$ cat config.mk
export PLATFORM = sky130hd
export DESIGN_NAME = rr_arbiter4
export DESIGN_NICKNAME = d
export VERILOG_FILES = /design/src/rtl/rr_arbiter4_pkg.sv /design/src/rtl/rr_arbiter4_arbiter4.sv /design/src/rtl/rr_arbiter4.sv
export SDC_FILE = /design/constraint.sdc
export NUM_CORES = 1
export LEC_CHECK = 0
export CORE_AREA = 2 2 62 64
export DETAILED_ROUTE_END_ITERATION = 10
export DIE_AREA = 0 0 64 66
export RECOVER_POWER = 50
export SETUP_SLACK_MARGIN = 0.5
export SLEW_MARGIN = 20
export SYNTH_ARGS = -nofsm -noshare
export SYNTH_HDL_FRONTEND = slang
export SYNTH_HIERARCHICAL = 1
export SYNTH_SLANG_ARGS = --single-unit
$ cat constraint.sdc
create_clock -name CLK -period 2.6 [get_ports CLK]
set_clock_uncertainty 0.15 [all_clocks]
set_input_delay 0.26 -clock CLK [delete_from_list [all_inputs] [get_ports CLK]]
set_output_delay 0.26 -clock CLK [all_outputs]
set_load 0.01 [all_outputs]
$ cat src/rtl/rr_arbiter4_pkg.sv
// Shared definitions for the 4-client round-robin arbiter.
//   - FSM state encoding (idle / hold / gap)
//   - client count and derived index width
//   - legal range for the MAX_HOLD parameter and hold-counter width
package rr_arbiter4_pkg;

  localparam int N_CLIENTS    = 4;
  localparam int ID_W         = 2;
  localparam int HCNT_W       = 4;
  localparam int MAX_HOLD_MIN = 1;
  localparam int MAX_HOLD_MAX = 15;

  typedef enum logic [1:0] {
    ST_IDLE = 2'd0,
    ST_HOLD = 2'd1,
    ST_GAP  = 2'd2
  } state_e;

endpackage

$ cat src/rtl/rr_arbiter4_arbiter4.sv
// Lowest-set-bit priority picker.
//   in_vec  : request vector
//   out_vec : one-hot vector of the lowest set bit of in_vec, zero if none
// Subtracting one clears the lowest set bit and sets everything below it,
// so masking with its complement leaves only that bit.
module arbiter4 (
  input  logic [3:0] in_vec,
  output logic [3:0] out_vec
);

  assign out_vec = in_vec & ~(in_vec - 4'd1);

endmodule

$ cat src/rtl/rr_arbiter4.sv
// Four-client round-robin arbiter with bounded hold time.
//   CLK         : clock, all state on rising edge
//   ASYNCRESETN : asynchronous active-low reset
//   REQ[3:0]    : level-sensitive request lines, bit n = client n
//   DONE        : current holder releases the resource
//   GNT[3:0]    : registered one-hot grant (or zero)
//   GNT_VALID   : high when GNT is non-zero
//   GNT_ID[1:0] : index of the last granted client
//
// state   | meaning
// --------+-------------------------------------------------
// ST_IDLE | no grant; arbitrate any non-zero REQ
// ST_HOLD | grant active; hold counter running
// ST_GAP  | one-cycle release bubble, no arbitration
module rr_arbiter4
  import rr_arbiter4_pkg::*;
#(
  parameter int MAX_HOLD = 8
) (
  input  logic                 CLK,
  input  logic                 ASYNCRESETN,
  input  logic [N_CLIENTS-1:0] REQ,
  input  logic                 DONE,
  output logic [N_CLIENTS-1:0] GNT,
  output logic                 GNT_VALID,
  output logic [ID_W-1:0]      GNT_ID
);

  // Out-of-range parameter values are pulled into the legal window.
  localparam int HOLD_LIM = (MAX_HOLD < MAX_HOLD_MIN) ? MAX_HOLD_MIN :
                            (MAX_HOLD > MAX_HOLD_MAX) ? MAX_HOLD_MAX : MAX_HOLD;
  localparam logic [HCNT_W-1:0] HOLD_LAST = HCNT_W'(HOLD_LIM - 1);
  localparam logic [HCNT_W-1:0] HCNT_SAT  = '1;

  state_e                 state_q, state_d;
  logic [N_CLIENTS-1:0]   gnt_q, gnt_d;
  logic [ID_W-1:0]        gnt_id_q, gnt_id_d;
  logic [ID_W-1:0]        ptr_q, ptr_d;
  logic [HCNT_W-1:0]      hcnt_q, hcnt_d;

  logic [N_CLIENTS-1:0]   mask;
  logic [N_CLIENTS-1:0]   req_masked;
  logic [N_CLIENTS-1:0]   pick_masked;
  logic [N_CLIENTS-1:0]   pick_raw;
  logic [N_CLIENTS-1:0]   winner;
  logic [ID_W-1:0]        winner_id;
  logic                   req_any;
  logic                   hold_exit;

  // Bits strictly above the pointer; ptr = 3 yields an empty mask.
  assign mask       = N_CLIENTS'(5'b11110 << ptr_q);
  assign req_masked = REQ & mask;
  assign req_any    = |REQ;

  arbiter4 u_pick_masked (
    .in_vec  (req_masked),
    .out_vec (pick_masked)
  );

  arbiter4 u_pick_raw (
    .in_vec  (REQ),
    .out_vec (pick_raw)
  );

  assign winner = (|req_masked) ? pick_masked : pick_raw;

  always_comb begin
    winner_id = 2'd0;
    case (winner)
      4'b0010: winner_id = 2'd1;
      4'b0100: winner_id = 2'd2;
      4'b1000: winner_id = 2'd3;
      default: winner_id = 2'd0;
    endcase
  end

  // Any cause releases; they are merged so coincident causes give one release.
  assign hold_exit = DONE | ~REQ[ptr_q] | (hcnt_q == HOLD_LAST);

  // State register (all flops share the async reset).
  always_ff @(posedge CLK or negedge ASYNCRESETN) begin
    if (!ASYNCRESETN) begin
      state_q  <= ST_IDLE;
      gnt_q    <= '0;
      gnt_id_q <= '0;
      ptr_q    <= 2'd3;
      hcnt_q   <= '0;
    end else begin
      state_q  <= state_d;
      gnt_q    <= gnt_d;
      gnt_id_q <= gnt_id_d;
      ptr_q    <= ptr_d;
      hcnt_q   <= hcnt_d;
    end
  end

  // Next-state logic.
  always_comb begin
    state_d = state_q;
    case (state_q)
      ST_IDLE: if (req_any)   state_d = ST_HOLD;
      ST_HOLD: if (hold_exit) state_d = ST_GAP;
      ST_GAP:                 state_d = ST_IDLE;
      default:                state_d = ST_IDLE;
    endcase
  end

  // Output / datapath logic.
  always_comb begin
    gnt_d    = gnt_q;
    gnt_id_d = gnt_id_q;
    ptr_d    = ptr_q;
    hcnt_d   = hcnt_q;
    case (state_q)
      ST_IDLE: begin
        if (req_any) begin
          gnt_d    = winner;
          gnt_id_d = winner_id;
          ptr_d    = winner_id;
          hcnt_d   = '0;
        end else begin
          gnt_d = '0;
        end
      end
      ST_HOLD: begin
        if (hold_exit) begin
          gnt_d = '0;
        end else if (hcnt_q != HCNT_SAT) begin
          hcnt_d = hcnt_q + 4'd1;
        end
      end
      ST_GAP:  gnt_d = '0;
      default: gnt_d = '0;
    endcase
  end

  assign GNT       = gnt_q;
  assign GNT_VALID = |gnt_q;
  assign GNT_ID    = gnt_id_q;

endmodule

**Word-level counts from Yosys, hierarchy flattened**

Index checks and enable logic that the tools add are counted.

- Register bits after elaboration: 14
- Word-level logic and storage cells: 50
- Bits of input ports: 7

- $add $sub $neg: 3
- Equal/unequal tests: 10
- Order comparisons: 1
- Multiplexer cells: 14
- Reductions and logical operators: 8
- Bitwise gates (word level): 8
- Shift operators: 1

Operator list:

| cell | count |
|---|---|
| 4-bit 2-to-1 mux | 6 |
| 4-bit one-hot mux with 2 select lines | 2 |
| 4-bit bitwise AND | 3 |
| 4-bit OR reduction | 3 |
| 4-bit by 3-bit == test with 1-bit output (second input constant) | 2 |
| 2-bit inequality test (second input constant) | 4 |
| 4-bit NOT | 2 |
| 4-bit by 1-bit subtractor with 4-bit output (second input constant) | 2 |
| 2-bit one-hot mux with 3 select lines | 1 |
| 5-bit by 2-bit left shift with 4-bit output (first input constant) | 1 |
| 4-bit by 1-bit adder with 4-bit output (second input constant) | 1 |
| 4-bit by 2-bit == test with 1-bit output (second input constant) | 1 |
| 4-bit == test (second input constant) | 1 |
| 2-bit 2-to-1 mux | 2 |
| 4-bit inequality test (second input constant) | 1 |
| 2-bit one-hot mux with 2 select lines | 1 |
| 2-bit AND reduction | 2 |
| 4-bit AND reduction | 1 |
| 2-bit by 3-bit < comparator with 1-bit output (second input constant) | 1 |
| 1-bit binary-select mux with 2-bit select | 1 |
| 2-bit by 1-bit == test with 1-bit output (second input constant) | 1 |
| 2-bit zero test | 1 |
| 1-bit bitwise OR | 2 |
| 2-bit nonzero test | 1 |
| 2 further kinds | 2 |

**Logic depth before layout (Yosys ltp)**

- Depth in word-level cells: 8
- Depth in mapped cells: 7
- Gate-level depth less buffers: 7

**By module**

The synthesis kept the hierarchy.

Modules (own cells, without submodules):

| module | cells each | instances | area an instance (um2) |
|---|---|---|---|
| rr_arbiter4 | 83 | 1 | 793.3 |
| arbiter4 | 4 | 2 | 36.3 |

**Least setup slack after synthesis**

OpenSTA, ideal clock, no wires.

- Path type: register -> register
- Start point: reg ptr_q[0]
- End point: reg hcnt_q[1]
- Required time: 2328 ps
- Stages on the path, launching flop included: 6
- Path buffers: 1
- Arrival: 1791 ps
- Library setup time: 122 ps
- Slack: 538 ps
- Cell sequence: dfstp_2 -> mux4_1 -> nor3b_2 -> and3_2 -> clkbuf_2 -> a32o_1

- Longest elaborated chain between the ends: 7

RTL lines:

| element | line | text |
|---|---|---|
| start: declaration | rr_arbiter4.sv:38 | `logic [ID_W-1:0] ptr_q, ptr_d;` |
| start signal: assignment | rr_arbiter4.sv:92 | `ptr_q <= ptr_d;` |
| 1-bit binary-select mux with 2-bit select | rr_arbiter4.sv:78 | `assign hold_exit = DONE \| ~REQ[ptr_q] \| (hcnt_q == HOLD_LAST);` |
| 1-bit 2-to-1 mux (implied by the code) | rr_arbiter4.sv:78 |  |
| 1-bit NOT | rr_arbiter4.sv:78 |  |
| 1-bit bitwise OR (2 in a row) | rr_arbiter4.sv:78 |  |
| 2-bit inequality test (no source line) | - |  |
| 4-bit AND reduction (no source line) | - |  |
| end signal: assignment | rr_arbiter4.sv:93 | `hcnt_q <= hcnt_d;` |
| end: declaration | rr_arbiter4.sv:39 | `logic [HCNT_W-1:0] hcnt_q, hcnt_d;` |

No other way between the ends. The select of a mux whose other input is x is not followed.
A chain may end at the register's enable or synchronous reset.

**Worst setup path after layout**

- Start point: reg ptr_q[0]
- End point: reg hcnt_q[2]

The elaborated chain is that of the path after synthesis.

==> impl_metrics.toml <==
[outcome]
status = "complete, no violations"

[timing]
final-hold-violation-count = 0
grt_setup_unrepaired = "true"
setup_viol_count_final = 0
relSlewSlack_pct = 58.9
tightest_slew_ns = 0.612
fin_ws_ns = 0.573
slew_violations = 0
min_period_over_period_pct = 78.0
max_freq_ghz = 0.493
period_needed_ns = 2.03
setup_tns_ns = 0

[clock_tree]
cts_tree = "yes"
clock_path_buffers = 2
h-tree-depth = 1
cts_buffers = 3
cts_root_buf = "clkbuf_4"
hold_buffers = 0
clkTransAtPathRegs_ns = 0.08
clock_latency_ns = 0.27
clock-sinks = 14

[yosys]
yosys-top-cells-area = "dfrtp_1, dfstp_2, mux2i_1"
synth.top_cells.by_count = "dfrtp_1, nand2_1, nor2_1"
synth_most_common_cell = "dfrtp_1"
yosys.cell_types.count = 35
synth_edf_count = 0
ys.flop_type = "dfrtp_1"
synth.cell_area_sq_um = 866
ys_warn_count = 6
ys_ff_latch = 14
avgSynthCellArea_sq_um = 9.51
async_reset_ff_share_pct = 100
yosysTopAreaCell = "dfrtp_1"
ys_seq_area_share_pct = 40.8
syn_inst = 91
synthDominantCellAreaShare_pct = 34.7

[placement]
gp_congestion = 0.709
pre_cts_slack_ns = 0.0767
port_buffers = 13
placed_cell_area_sq_mm = 0.00106
place.detailed.hpwl_microns = 1490

[detailed_routing]
drc = 0
ant_nets = 0
drtIter0Drc = 17
vias = 722
wire_per_inst_microns = 11.8
dr.pass1.iters = 4
viasPerCell = 4.57
wl_microns = 1870

[setup_path]
cp.arrival_ns = 2.03
cp-start-kind = "flop"
cp_max_fo = 5
critical_path_class = "reg2reg"
endpoint_kind = "flop"
critical_path_required_ns = 2.60

[worst_hold_path]
hp-class = "in2async"

[global_routing]
grtUsageTotal_pct = 9.47
grt_pass1_vias = 705
antenna_found_initial = 0
grt_remaining_overflow = 0
grt_max_degree = 15
grt_pass1_wl_microns = 3100

[final_layout]
antenna_cells = 0
nets = 119
multi_input_area_sq_um = 539
fillers = 370
regArea_sq_um = 353
syn_to_final_growth_pct = 32.2
final_area_sq_mm = 0.00114
drive_above_1_share_pct = 20.0

[floorplan]
start_util_pct = 24.4
coreArea_sq_mm = 0.00355
die_x_microns = 64
rows = 22
die-area_sq_mm = 0.00422
die_y_microns = 66
num_io_pins = 14

[job]
cap_viol_max_count = 0

[pwr]
powerDensity_mw_per_mm2 = 877
ir_drop_uv = 221
leakage_nw = 0.498
[registers in the layout, summed over array words and instances, names as in the netlist]
register	count
GNT_ID	2
GNT	4
state_q	2
hcnt_q	4
ptr_q	2
[metrics by stage]
stage	instances	hold slack [ns]	utilization, %	total power, W
after floorplan	94	-0.186	-	0.000678
after global placement	153	0.327	29.8	0.000844
after detailed placement	153	0.340	29.8	0.000855
after CTS	157	0.224	31.1	0.000998
after global routing	158	0.319	32.2	0.00110
final	158	0.280	32.2	0.00100
[final timing paths]
check	from	to	slack, ns	cells past startpoint
worst max-delay path	ptr_q[0]$_DFFE_PN1P_	hcnt_q[2]$_DFFE_PN0P_	0.57	5
worst min register to register	state_q[1]$_DFFE_PN0P_	state_q[1]$_DFFE_PN0P_	0.35	1
worst min-delay path	ASYNCRESETN	hcnt_q[1]$_DFFE_PN0P_	0.28	1
worst max register to register	ptr_q[0]$_DFFE_PN1P_	hcnt_q[2]$_DFFE_PN0P_	0.57	5
max in group asynchronous	ASYNCRESETN	state_q[1]$_DFFE_PN0P_	1.63	1
min in group CLK	state_q[1]$_DFFE_PN0P_	state_q[1]$_DFFE_PN0P_	0.35	1
[logic make-up after synthesis]
family	Yosys count	share of synthesized area, %
other cells	1	0.433
xor+xnor	4	4.05
mux	5	7.66
fa+ha+maj	1	1.44
buf+inv	6	3.61
simple gates	45	30.2
flops	14	40.8
compound gates	15	11.8
[routing by layer]
layer	part of all wire [%]	up-vias	global-route usage, %
met4	0	0	4.08
met2	53	9	16.1
met3	3.4	0	1.70
li1	-	360	-
met1	44	353	11.7
met5	0	-	0
[report_power, final]
group | internal, W | switching (W)
clock network | 0.0000593 | 0.0000613
logic | 0.000244 | 0.000259
registers | 0.000307 | 0.0000746
total | 0.000610 | 0.000395
[placed cells by master, fill, tap and decap left out, drive strengths merged]
| cell type | netlist | layout |
|---|---|---|
| nor3b | 3 | 3 |
| a211oi | 2 | 2 |
| nor2 | 8 | 8 |
| a32o | 1 | 1 |
| nor4b | 2 | 2 |
| a21oi | 1 | 1 |
| mux2i | 4 | 4 |
| dlygate4sd2 | 0 | 1 |
| mux4 | 1 | 1 |
| nor3 | 6 | 6 |
| nor4 | 1 | 1 |
| nand4 | 1 | 1 |
| o21bai | 2 | 2 |
| clkdlybuf4s50 | 0 | 5 |
| o21ai | 7 | 7 |
| or3 | 2 | 2 |
| inv | 2 | 2 |
| a21boi | 1 | 1 |
| o2111ai | 1 | 1 |
| or4 | 1 | 1 |
| clkbuf | 2 | 4 |
| dfstp | 2 | 2 |
| nand3 | 1 | 1 |
| ha | 1 | 1 |
| and3 | 3 | 3 |
| dlygate4sd3 | 0 | 4 |
| dfrtp | 12 | 12 |
| and3b | 1 | 1 |
| buf | 2 | 3 |
| xnor2 | 4 | 4 |
| dlymetal6s2s | 0 | 3 |
| nand2 | 10 | 10 |
| conb | 1 | 4 |
| nor2b | 4 | 4 |
| nand2b | 1 | 1 |
| and2b | 1 | 1 |
[area by class of cell]
type / count / area share (%)
tap: 48 / 5.25
timing repair buffer: 16 / 13.9
inverter: 2 / 0.656
sequential: 14 / 30.8
clock buffer: 4 / 2.30
multi-input combinational: 74 / 47.1
[worst max-delay path: stages (launching register included)]
cell	delay, ns
dfstp_2	0.58
mux4_2	0.53
nor3b_2	0.19
o2111ai_2	0.22
buf_4	0.15
o21ai_0	0.09
[what timing repair did]
| action | 4_1_cts | 5_1_grt |
|---|---|---|
| endpoints found under the setup margin | 6 | 6 |
| pin swaps | 0 | 5 |
| resized for setup | 6 | 9 |
| setup buffers | 0 | 1 |
Note: power is estimated with default switching activity, not from simulation.
==> edit (config.mk and constraints unchanged) <==
`MAX_HOLD`: 8 -> 4.
--- a/src/rtl/rr_arbiter4.sv
+++ b/src/rtl/rr_arbiter4.sv
@@ -16,5 +16,5 @@
   import rr_arbiter4_pkg::*;
 #(
-  parameter int MAX_HOLD = 8
+  parameter int MAX_HOLD = 4
 ) (
   input  logic                 CLK,
Behaviour: not the same (Yosys sat finds a counterexample within 10 cycles, from zero or initial values and one cycle with ASYNCRESETN low).
==> edit against the original RTL <==
Sequential share of layout area down 2.7 points; worst setup slack worse by 0.092 ns; sequential cell count unchanged; routed wire length up 10%; cell area up 9.7%; area after synthesis up 9.1%; power up 16%; critical path type unchanged; largest cell class unchanged.
==> edit: results (changes against the original RTL) <==
Status
  • Result of the run: completed (unchanged)

Pwr
  • Leakage Power: 0.505 nW (was 0.498 nW)
  • VDD IR max: 0.000252 V (was 0.000221 V)

Final layout
  • Layout cells sized above 1: 0.267 (was 0.200)
  • Number of antenna repair diodes: 0 (unchanged)
  • Nets@finish: 125 (was 119)

Placed design
  • Post-Place Worst Slack: 0.125 ns (was 0.0767 ns)
  • Final Wtd Congestion: 0.878 (was 0.709)
  • Post-DP HPWL: 1.59 mm (was 1.49 mm)

Detailed routing
  • Final routed wire length divided by cell count: 12.6 um (was 11.8 um)
  • DRT iter0 DRCs: 12 (was 17)
  • Routed length on met1: 865 um (was 820 um)
  • Amount of wire on met2 after detailed routing: 1.10 mm (was 981 um)
  • Uppermost signal routing layer after detailed routing: met4 (was met3)
  • Met3 Wirelength: 60 um (was 64 um)
  • First-pass DRT Iterations: 4 (unchanged)
  • Total via count in the routed design: 789 (was 722)

Synthesis
  • Parity-gate share of the synthesized area counting xor and xnor cells: 0.0371 (was 0.0405)
  • Post-synthesis adder-cell area fraction: 0.0132 (was 0.0145)
  • Distinct cell type count of the synthesized netlist: 39 (was 35)
  • Proportion of synthesized area in mux cells: 0.0808 (was 0.0766)
  • Post-synth top cells: sky130_fd_sc_hd__dfrtp_1 (12), sky130_fd_sc_hd__nand2_1 (7), sky130_fd_sc_hd__nor2_1 (7), sky130_fd_sc_hd__o21ai_0 (7), sky130_fd_sc_hd__mux2i_1 (5) (was sky130_fd_sc_hd__dfrtp_1 (12), sky130_fd_sc_hd__nand2_1 (10), sky130_fd_sc_hd__nor2_1 (8))
  • Leading cell types by total area after synthesis: sky130_fd_sc_hd__dfrtp_1 (32%), sky130_fd_sc_hd__dfstp_2 (5.6%), sky130_fd_sc_hd__mux2i_1 (5.3%), sky130_fd_sc_hd__o21ai_0 (3.7%), sky130_fd_sc_hd__xnor2_1 (3.7%) (was sky130_fd_sc_hd__dfrtp_1 (35%), sky130_fd_sc_hd__dfstp_2 (6.1%), sky130_fd_sc_hd__mux2i_1 (4.6%), sky130_fd_sc_hd__nand2_1 (4.3%), sky130_fd_sc_hd__o21ai_0 (4.0%))
  • Share of the synthesized area in compound gates (AO/OA/AOI/OAI): 0.151 (was 0.118)
  • Part of the Yosys area used for sequential elements: 0.374 (was 0.408)

Clocking
  • Root buffer cell: sky130_fd_sc_hd__clkbuf_4 (unchanged)
  • Clock edge transition at the registers on the reported setup and hold paths: 0.09 ns

Global routing
  • Overall routing resource usage: 0.109 (was 0.0947)
  • Wire length of the first global-routing pass: 3.57 mm (was 3.10 mm)
  • Number of global-route vias before repair: 768 (was 705)

STA
  • Max_slew headroom: 0.512 (was 0.589)

Critical path
  • Largest delay contributor family on the critical path: simple AND/OR/NAND/NOR gates (was flip-flops)
  • Maximum fanout encountered on the critical timing path: 4 (was 5)
  • Critical Path Slowest Stage Cell: sky130_fd_sc_hd__dfstp_2 (unchanged)
  • Crit path DAT: 2.18 ns (was 2.03 ns)
edit: cell type report:
type	count	area [um2]
Sequential cell	14	353
Tap cell	48	60.1
Clock buffer	4	36.3
Inverter	2	7.51
Fill cell	364	2290
Multi-Input combinational cell	77	626
Timing Repair Buffer	19	174
edit: report_power, final:
| part | switching [W] | internal, W |
|---|---|---|
| sequential | 0.0000560 | 0.000301 |
| combinational | 0.000329 | 0.000327 |
| clock | 0.0000715 | 0.0000853 |
edit: what timing repair did:
action,in CTS,in global routing
pin swaps,5,3
setup endpoints to repair,5,4
gates resized for setup,4,9
buffers inserted,0,3
gates cloned,0,0
edit: path summary, 6_finish.rpt:
path                                       from               endpoint  slack [ns]  depth (start not counted)
hold / removal                      ASYNCRESETN  hcnt_q[0]$_DFFE_PN0P_        0.28                          1
setup reg to reg           ptr_q[1]$_DFFE_PN1P_   ptr_q[1]$_DFFE_PN1P_        0.48                          7
hold reg to reg              GNT[0]$_DFFE_PN0P_     GNT[0]$_DFFE_PN0P_        0.35                          2
min in group CLK             GNT[0]$_DFFE_PN0P_     GNT[0]$_DFFE_PN0P_        0.35                          2
max in group asynchronous           ASYNCRESETN  GNT_ID[0]$_DFFE_PN0P_        1.60                          1
setup / recovery           ptr_q[1]$_DFFE_PN1P_   ptr_q[1]$_DFFE_PN1P_        0.48                          7
edit: through the flow:
stage                     area, um2  hold WS [ns]  std cells  utilization
after floorplan                 956        -0.186         96            -
after global placement         1150         0.339        157        0.323
after detailed placement       1150         0.345        157        0.323
after CTS                      1200         0.235        161        0.338
after global routing           1260         0.322        164        0.354
final                          1260         0.281        164        0.354
edit: metal layers:
layer  global-route usage  vias up
li1                     -      383
met1                0.131      394
met2                0.188        9
met3               0.0221        3
met4               0.0489        0
met5                    0        -
